<file path="src/rtl/keypad_pkg.sv">
`default_nettype none
// ============================================================================
// Module   : keypad_pkg
// Brief    : Shared types and width helper for the keypad matrix scanner.
// Revision : 1.0 - initial release
// ============================================================================
package keypad_pkg;

    typedef enum logic [1:0] {
        IDLE     = 2'd0,
        PRESS_DB = 2'd1,
        HELD     = 2'd2,
        REL_DB   = 2'd3
    } state_t;

    typedef enum logic [1:0] {
        NONE   = 2'd0,
        SINGLE = 2'd1,
        MULTI  = 2'd2
    } frame_class_t;

    // Ceiling log2, floored at 1 so derived vectors never collapse to zero width.
    function automatic int clog2_min1(input int value);
        int result;
        result = 0;
        for (int i = 0; i < 31; i++) begin
            if ((1 << i) < value) begin
                result = i + 1;
            end
        end
        return (result < 1) ? 1 : result;
    endfunction

endpackage
`default_nettype wire

</file>
<file path="src/rtl/keypad_col_scanner.sv">
`default_nettype none
// ============================================================================
// Module   : keypad_col_scanner
// Brief    : Column drive rotation, row synchroniser and per-frame snapshot.
// Revision : 1.0 - initial release
// ============================================================================
module keypad_col_scanner
    import keypad_pkg::*;
#(
    parameter int ROWS     = 4,
    parameter int COLS     = 4,
    parameter int SCAN_DIV = 16
) (
    input  logic                   clk,
    input  logic                   rst,
    input  logic                   scan_en,
    input  logic [ROWS-1:0]        row_in,
    output logic [COLS-1:0]        col_drv,
    output logic [ROWS*COLS-1:0]   snapshot,
    output logic                   frame_end
);

    localparam int DIV_W = clog2_min1(SCAN_DIV);
    localparam int COL_W = clog2_min1(COLS);
    localparam logic [DIV_W-1:0] DWELL_LAST = DIV_W'(SCAN_DIV - 1);
    localparam logic [COL_W-1:0] COL_LAST   = COL_W'(COLS - 1);

    logic             running;
    logic [DIV_W-1:0] dwell;
    logic [COL_W-1:0] col;
    logic [COL_W-1:0] col_next;
    logic             dwell_done;
    logic [ROWS-1:0]  row_meta;
    logic [ROWS-1:0]  row_sync;

    assign dwell_done = running && (dwell == DWELL_LAST);
    assign col_next   = (col == COL_LAST) ? '0 : col + 1'b1;

    always_ff @(posedge clk or posedge rst) begin
        if (rst) begin
            row_meta <= '0;
            row_sync <= '0;
        end else begin
            row_meta <= row_in;
            row_sync <= row_meta;
        end
    end

    // 'running' lets the first enabled clock load col 0 so its dwell is full length.
    always_ff @(posedge clk or posedge rst) begin
        if (rst) begin
            running   <= 1'b1;
            dwell     <= '0;
            col       <= '0;
            col_drv   <= COLS'(1);
            frame_end <= 1'b0;
            snapshot  <= '0;
        end else if (!scan_en) begin
            running   <= 1'b0;
            dwell     <= '0;
            col       <= '0;
            col_drv   <= '0;
            frame_end <= 1'b0;
            snapshot  <= '0;
        end else if (!running) begin
            running   <= 1'b1;
            col_drv   <= COLS'(1);
            frame_end <= 1'b0;
        end else begin
            // Pulses once the last column has landed, so the snapshot is whole.
            frame_end <= dwell_done && (col == COL_LAST);
            if (dwell_done) begin
                dwell   <= '0;
                col     <= col_next;
                col_drv <= COLS'(1) << col_next;
                for (int c = 0; c < COLS; c++) begin
                    for (int r = 0; r < ROWS; r++) begin
                        if (col == COL_W'(c)) begin
                            snapshot[r*COLS + c] <= row_sync[r];
                        end
                    end
                end
            end else begin
                dwell <= dwell + 1'b1;
            end
        end
    end

endmodule
`default_nettype wire

</file>
<file path="src/rtl/keypad_scanner.sv">
`default_nettype none
// ============================================================================
// Module   : keypad_scanner
// Brief    : Scanned ROWS x COLS keypad with debounce, release and repeat.
// Revision : 1.0 - initial release
// ============================================================================
module keypad_scanner
    import keypad_pkg::*;
#(
    parameter int ROWS            = 4,
    parameter int COLS            = 4,
    parameter int SCAN_DIV        = 16,
    parameter int DEBOUNCE_FRAMES = 3,
    parameter int REPEAT_FRAMES   = 0,
    localparam int KW             = clog2_min1(ROWS * COLS)
) (
    input  logic            clk,
    input  logic            rst,
    input  logic            scan_en,
    input  logic [ROWS-1:0] row_in,
    output logic [COLS-1:0] col_drv,
    output logic [KW-1:0]   key_code,
    output logic            key_valid,
    output logic            key_release,
    output logic            key_held,
    output logic            multi_key
);

    localparam int NKEYS = ROWS * COLS;
    localparam int CNT_W = clog2_min1(DEBOUNCE_FRAMES + 1);
    localparam int REP_W = clog2_min1(REPEAT_FRAMES + 1);
    localparam logic [CNT_W-1:0] CNT_ONE  = CNT_W'(1);
    localparam logic [CNT_W-1:0] CNT_LAST = CNT_W'(DEBOUNCE_FRAMES - 1);
    localparam logic [REP_W-1:0] REP_LAST =
        REP_W'((REPEAT_FRAMES == 0) ? 0 : REPEAT_FRAMES - 1);

    logic [NKEYS-1:0] snapshot;
    logic             frame_end;
    logic [1:0]       n_closed;
    logic [KW-1:0]    hit_idx;
    frame_class_t     fclass;
    state_t           state;
    logic [KW-1:0]    cand;
    logic [CNT_W-1:0] cnt;
    logic [REP_W-1:0] rep;
    logic             cand_hit;

    keypad_col_scanner #(
        .ROWS     (ROWS),
        .COLS     (COLS),
        .SCAN_DIV (SCAN_DIV)
    ) u_col_scanner (
        .clk       (clk),
        .rst       (rst),
        .scan_en   (scan_en),
        .row_in    (row_in),
        .col_drv   (col_drv),
        .snapshot  (snapshot),
        .frame_end (frame_end)
    );

    // Saturating count of closed keys; hit_idx is only meaningful for SINGLE.
    always_comb begin
        n_closed = 2'd0;
        hit_idx  = '0;
        for (int k = 0; k < NKEYS; k++) begin
            if (snapshot[k]) begin
                if (n_closed != 2'd2) begin
                    n_closed = n_closed + 2'd1;
                end
                hit_idx = KW'(k);
            end
        end
        case (n_closed)
            2'd0:    fclass = NONE;
            2'd1:    fclass = SINGLE;
            default: fclass = MULTI;
        endcase
    end

    assign cand_hit = snapshot[cand];

    always_ff @(posedge clk or posedge rst) begin
        if (rst) begin
            state       <= IDLE;
            cand        <= '0;
            cnt         <= '0;
            rep         <= '0;
            key_code    <= '0;
            key_valid   <= 1'b0;
            key_release <= 1'b0;
            key_held    <= 1'b0;
            multi_key   <= 1'b0;
        end else begin
            key_valid   <= 1'b0;
            key_release <= 1'b0;
            if (!scan_en) begin
                if (state == HELD || state == REL_DB) begin
                    key_release <= 1'b1;
                end
                state     <= IDLE;
                key_held  <= 1'b0;
                multi_key <= 1'b0;
                cnt       <= '0;
                rep       <= '0;
            end else if (frame_end) begin
                multi_key <= (fclass == MULTI);
                case (state)
                    IDLE: begin
                        if (fclass == SINGLE) begin
                            cand <= hit_idx;
                            if (DEBOUNCE_FRAMES == 1) begin
                                state     <= HELD;
                                key_code  <= hit_idx;
                                key_valid <= 1'b1;
                                key_held  <= 1'b1;
                                rep       <= '0;
                                cnt       <= '0;
                            end else begin
                                state <= PRESS_DB;
                                cnt   <= CNT_ONE;
                            end
                        end
                    end
                    PRESS_DB: begin
                        if (fclass == SINGLE && hit_idx == cand) begin
                            if (cnt == CNT_LAST) begin
                                state     <= HELD;
                                key_code  <= cand;
                                key_valid <= 1'b1;
                                key_held  <= 1'b1;
                                rep       <= '0;
                                cnt       <= '0;
                            end else begin
                                cnt <= cnt + 1'b1;
                            end
                        end else begin
                            state <= IDLE;
                            cnt   <= '0;
                        end
                    end
                    HELD: begin
                        // Rollover: extra keys are ignored while the candidate stays closed.
                        if (cand_hit) begin
                            if (REPEAT_FRAMES != 0) begin
                                if (rep == REP_LAST) begin
                                    key_valid <= 1'b1;
                                    rep       <= '0;
                                end else begin
                                    rep <= rep + 1'b1;
                                end
                            end
                        end else if (DEBOUNCE_FRAMES == 1) begin
                            state       <= IDLE;
                            key_held    <= 1'b0;
                            key_release <= 1'b1;
                            cnt         <= '0;
                        end else begin
                            state <= REL_DB;
                            cnt   <= CNT_ONE;
                        end
                    end
                    REL_DB: begin
                        if (cand_hit) begin
                            state <= HELD;
                            cnt   <= '0;
                        end else if (cnt == CNT_LAST) begin
                            state       <= IDLE;
                            key_held    <= 1'b0;
                            key_release <= 1'b1;
                            cnt         <= '0;
                        end else begin
                            cnt <= cnt + 1'b1;
                        end
                    end
                    default: state <= IDLE;
                endcase
            end
        end
    end

endmodule
`default_nettype wire

</file>
<file path="config.mk">
export PLATFORM = sky130hd
export DESIGN_NAME = keypad_scanner
export DESIGN_NICKNAME = d
export VERILOG_FILES = /design/src/rtl/keypad_pkg.sv /design/src/rtl/keypad_col_scanner.sv /design/src/rtl/keypad_scanner.sv
export SDC_FILE = /design/constraint.sdc
export NUM_CORES = 1
export LEC_CHECK = 0
export CAP_MARGIN = 10
export CORE_UTILIZATION = 56
export CTS_CLUSTER_SIZE = 28
export DETAILED_ROUTE_END_ITERATION = 12
export PLACE_DENSITY = 0.74
export SLEW_MARGIN = 20
export SYNTH_ARGS = -nofsm -noshare
export SYNTH_HDL_FRONTEND = slang
export SYNTH_SLANG_ARGS = --single-unit
</file>
<file path="constraint.sdc">
create_clock -name clk -period 12.5 [get_ports clk]
set_input_delay 1.25 -clock clk [delete_from_list [all_inputs] [get_ports clk]]
set_output_delay 1.25 -clock clk [all_outputs]
set_load 0.02 [all_outputs]
</file>
==> impl_metrics.yaml <==
worst_setup_path:
  timing.rr.start: "u_col_scanner.snapshot[0]$_DFFE_PP0P_"
  critPathRequiredTime_ns: 12.68
  slowest_delay_ns: 0.66
  setup.worst_path.end_class: "flip-flop"
  ff2ff_path_depth: 27
  crit_path_end: "key_code[3]$_DFFE_PP0P_"
  crit_path_top_delay_cell: "a2111oi_1"
  critical_path_class: "reg -> reg"
  r2r_end: "key_code[3]$_DFFE_PP0P_"
  worst-path-max-fanout: 15
  cp.arrival_ns: 8.37
  r2r_slack_ns: 4.31
  start_kind: "flip-flop"
  startpoint: "u_col_scanner.snapshot[0]$_DFFE_PP0P_"
global_routing:
  grt_max_degree: 53
  track_usage_pct: 27.1
  grt_pass1_wl_um: 19100
  overflow: 0
  antenna_found_initial: 0
  grt_pass1_vias: 4051
synth:
  synth.distinct_cells: 95
  netlist_instances: 551
  syn_area_um2: 4620
  synth_nets: 572
  yosys_warnings: 0
  synth_top_area_share_pct: 27.1
  synth_edf_count: 0
  ys.flop_type: "dfrtp_1"
  ys_seq_area_share_pct: 28.2
  yosys.area.top_type: "dfrtp_1"
  syn_area_per_cell_um2: 8.38
  synth_area_leaders: "dfrtp_1 27%, nand2_1 5.3%, a21oi_1 4.7%, nand3_1 4.0%, ha_1 3.8%"
  ys_async_sr_fraction_pct: 100
  synth-seq-cells: 52
sta:
  hold-worst-slack_ns: 0.353
  totalNegativeSetupSlack_ns: 0
  finalHoldViolCount: 0
  min_period_over_period_pct: 65.6
  max_clock_freq_mhz: 122
  skew_ns: 0.00346
  fin_crit_ns: 8.19
  rsz0062_at_grt: "no"
  slew_headroom_pct: 38.4
  setup_viol_count_final: 0
  worstMarginPinSlew_ns: 0.919
  report.final.slew_viol_count: 0
min_path:
  hold_path.class: "reg -> reg"
layout:
  instances_no_fill: 641
  finalCoreUtilization_pct: 61.7
  drive_gt1_share_pct: 10.6
  stdcell_area_um2: 4840
  area_growth_pct: 4.90
  finalNetCount: 559
  final_common_cell: "nand2_1"
  final_cell_mix: "65 x nand2_1, 50 x dfrtp_1, 43 x a21oi_1"
  diodes: 0
detailed_routing:
  ant_nets: 0
  routed_wl_um: 11000
  wl_per_cell_um: 17.1
  first_iter_violations: 279
  vias: 4322
  drc: 0
  dr.pass1.iters: 5
  vias_per_cell: 6.74
run:
  maxCapViolCount: 0
cts:
  cts_max_path_buffers: 2
  cts_tree: "built"
  htree_levels: 2
  clk_pin_slew_ns: 0.09
  postCtsSetupRepairBufs: 0
  clock-root-buffer: "clkbuf_8"
  insertion_delay_ns: 0.29
  cts-resized-gates: 0
  cts_sinks: 52
  cts_buffers: 5
  postCtsHoldBufs: 0
placement:
  buffer_ports.inserted: 18
  dp_cells: 633
  placed_area_um2: 4750
  dpl.hpwl_um: 8020
  place_congestion: 0.896
power:
  ir_worst_vdd_mv: 0.102
  p_leak_nw: 1.73
  p_per_area_nw_per_um2: 58.8
floorplanning:
  die_y_um: 92.8
  core_um2: 7850
  die_x_um: 92.8
  ios: 19
  num_rows: 32
  initial_core_util_pct: 58.8
  die_area_um2: 8610
status:
  outcome: "finished, final reports clean"
-- metrics by stage --
| step | setup slack [ns] | total power [mW] |
|---|---|---|
| after floorplan | 5.72 | 0.188 |
| after global placement | 4.83 | 0.193 |
| after detailed placement | 4.48 | 0.193 |
| after CTS | 4.43 | 0.288 |
| after global routing | 3.71 | 0.295 |
| final | 4.31 | 0.285 |
-- sequential cells by signal, summed over array words and instances, names as in the netlist --
register and flops:
multi_key 1, key_release 1, u_col_scanner.col_drv 4, u_col_scanner.running 1, u_col_scanner.snapshot 16, cand 4
u_col_scanner.row_sync 4, key_code 4, key_held 1, u_col_scanner.frame_end 1, state 2, u_col_scanner.dwell 4
cnt 2, u_col_scanner.col 2, key_valid 1, u_col_scanner.row_meta 4
-- power breakdown --
part           switching (mW)  total (mW)  internal, mW
Combinational         0.00752      0.0130       0.00550
Clock                  0.0500      0.0952        0.0452
Sequential            0.00487       0.177         0.172
-- synthesized netlist by cell type (6+ instances only) --
cell type   n
nand2b_1    7
nand3_1    37
nor3_1     15
o211ai_1   13
o22ai_1     6
a211oi_1    6
or3_1       6
nand2_1    65
o21ai_0    19
clkbuf_1   28
a31oi_1    11
dfrtp_1    50
inv_1      16
a21oi_1    43
nor2_1     37
ha_1       14
nand4_1     6
and2_1      7
xnor2_1    13
-- layout make-up --
cell class                      count  area (um^2)
Clock buffer                        8         90.1
Fill cell                         677         3000
Inverter                           18         68.8
Multi-Input combinational cell    441         3060
Sequential cell                    52         1300
Tap cell                          102          128
Timing Repair Buffer               20          195
-- per-layer routing --
| layer | track usage [%] | vias up | part of all wire (%) |
|---|---|---|---|
| li1 | - | 2066 | - |
| met1 | 37.6 | 2096 | 45 |
| met4 | 7.31 | 0 | 2.1 |
| met2 | 44.8 | 137 | 48 |
| met3 | 3.04 | 23 | 4.8 |
| met5 | 0 | - | 0 |
-- critical path: cells and delay by family (launching register included) --
family	cells	cell delay, ns
multiplexers	2	0.47
XOR/XNOR	3	0.91
flip-flops	1	0.42
adder cells (fa/ha/maj)	3	1.04
AO/OA/AOI/OAI	11	3.35
AND/OR/NAND/NOR	6	1.58
buffers and inverters	2	0.30
-- cells by family (layout without fill, tap and decap cells) --
logic type	after synthesis	count (layout)	synth area share (%)
AO/OA/AOI/OAI	189	189	31.4
XOR/XNOR	16	16	3.20
adder cells (fa/ha/maj)	14	14	3.79
buffers and inverters	58	46	5.69
flip-flops	52	52	28.2
multiplexers	15	15	5.12
AND/OR/NAND/NOR	207	207	22.6
-- how the worst min path moves through the flow --
stage / start / to / slack [ns] / cells past startpoint
finish: u_col_scanner.row_meta[2]$_DFF_PP0_ / u_col_scanner.row_sync[2]$_DFF_PP0_ / 0.35 / 0
global route: u_col_scanner.row_meta[2]$_DFF_PP0_ / u_col_scanner.row_sync[2]$_DFF_PP0_ / 0.36 / 0
CTS: u_col_scanner.row_meta[2]$_DFF_PP0_ / u_col_scanner.row_sync[2]$_DFF_PP0_ / 0.35 / 0
detailed placement: u_col_scanner.row_meta[2]$_DFF_PP0_ / u_col_scanner.row_sync[2]$_DFF_PP0_ / 0.33 / 0
global placement: u_col_scanner.row_meta[3]$_DFF_PP0_ / u_col_scanner.row_sync[3]$_DFF_PP0_ / 0.33 / 0
floorplan: u_col_scanner.row_meta[0]$_DFF_PP0_ / u_col_scanner.row_sync[0]$_DFF_PP0_ / 0.33 / 0
(Power assumes the default switching activity.)
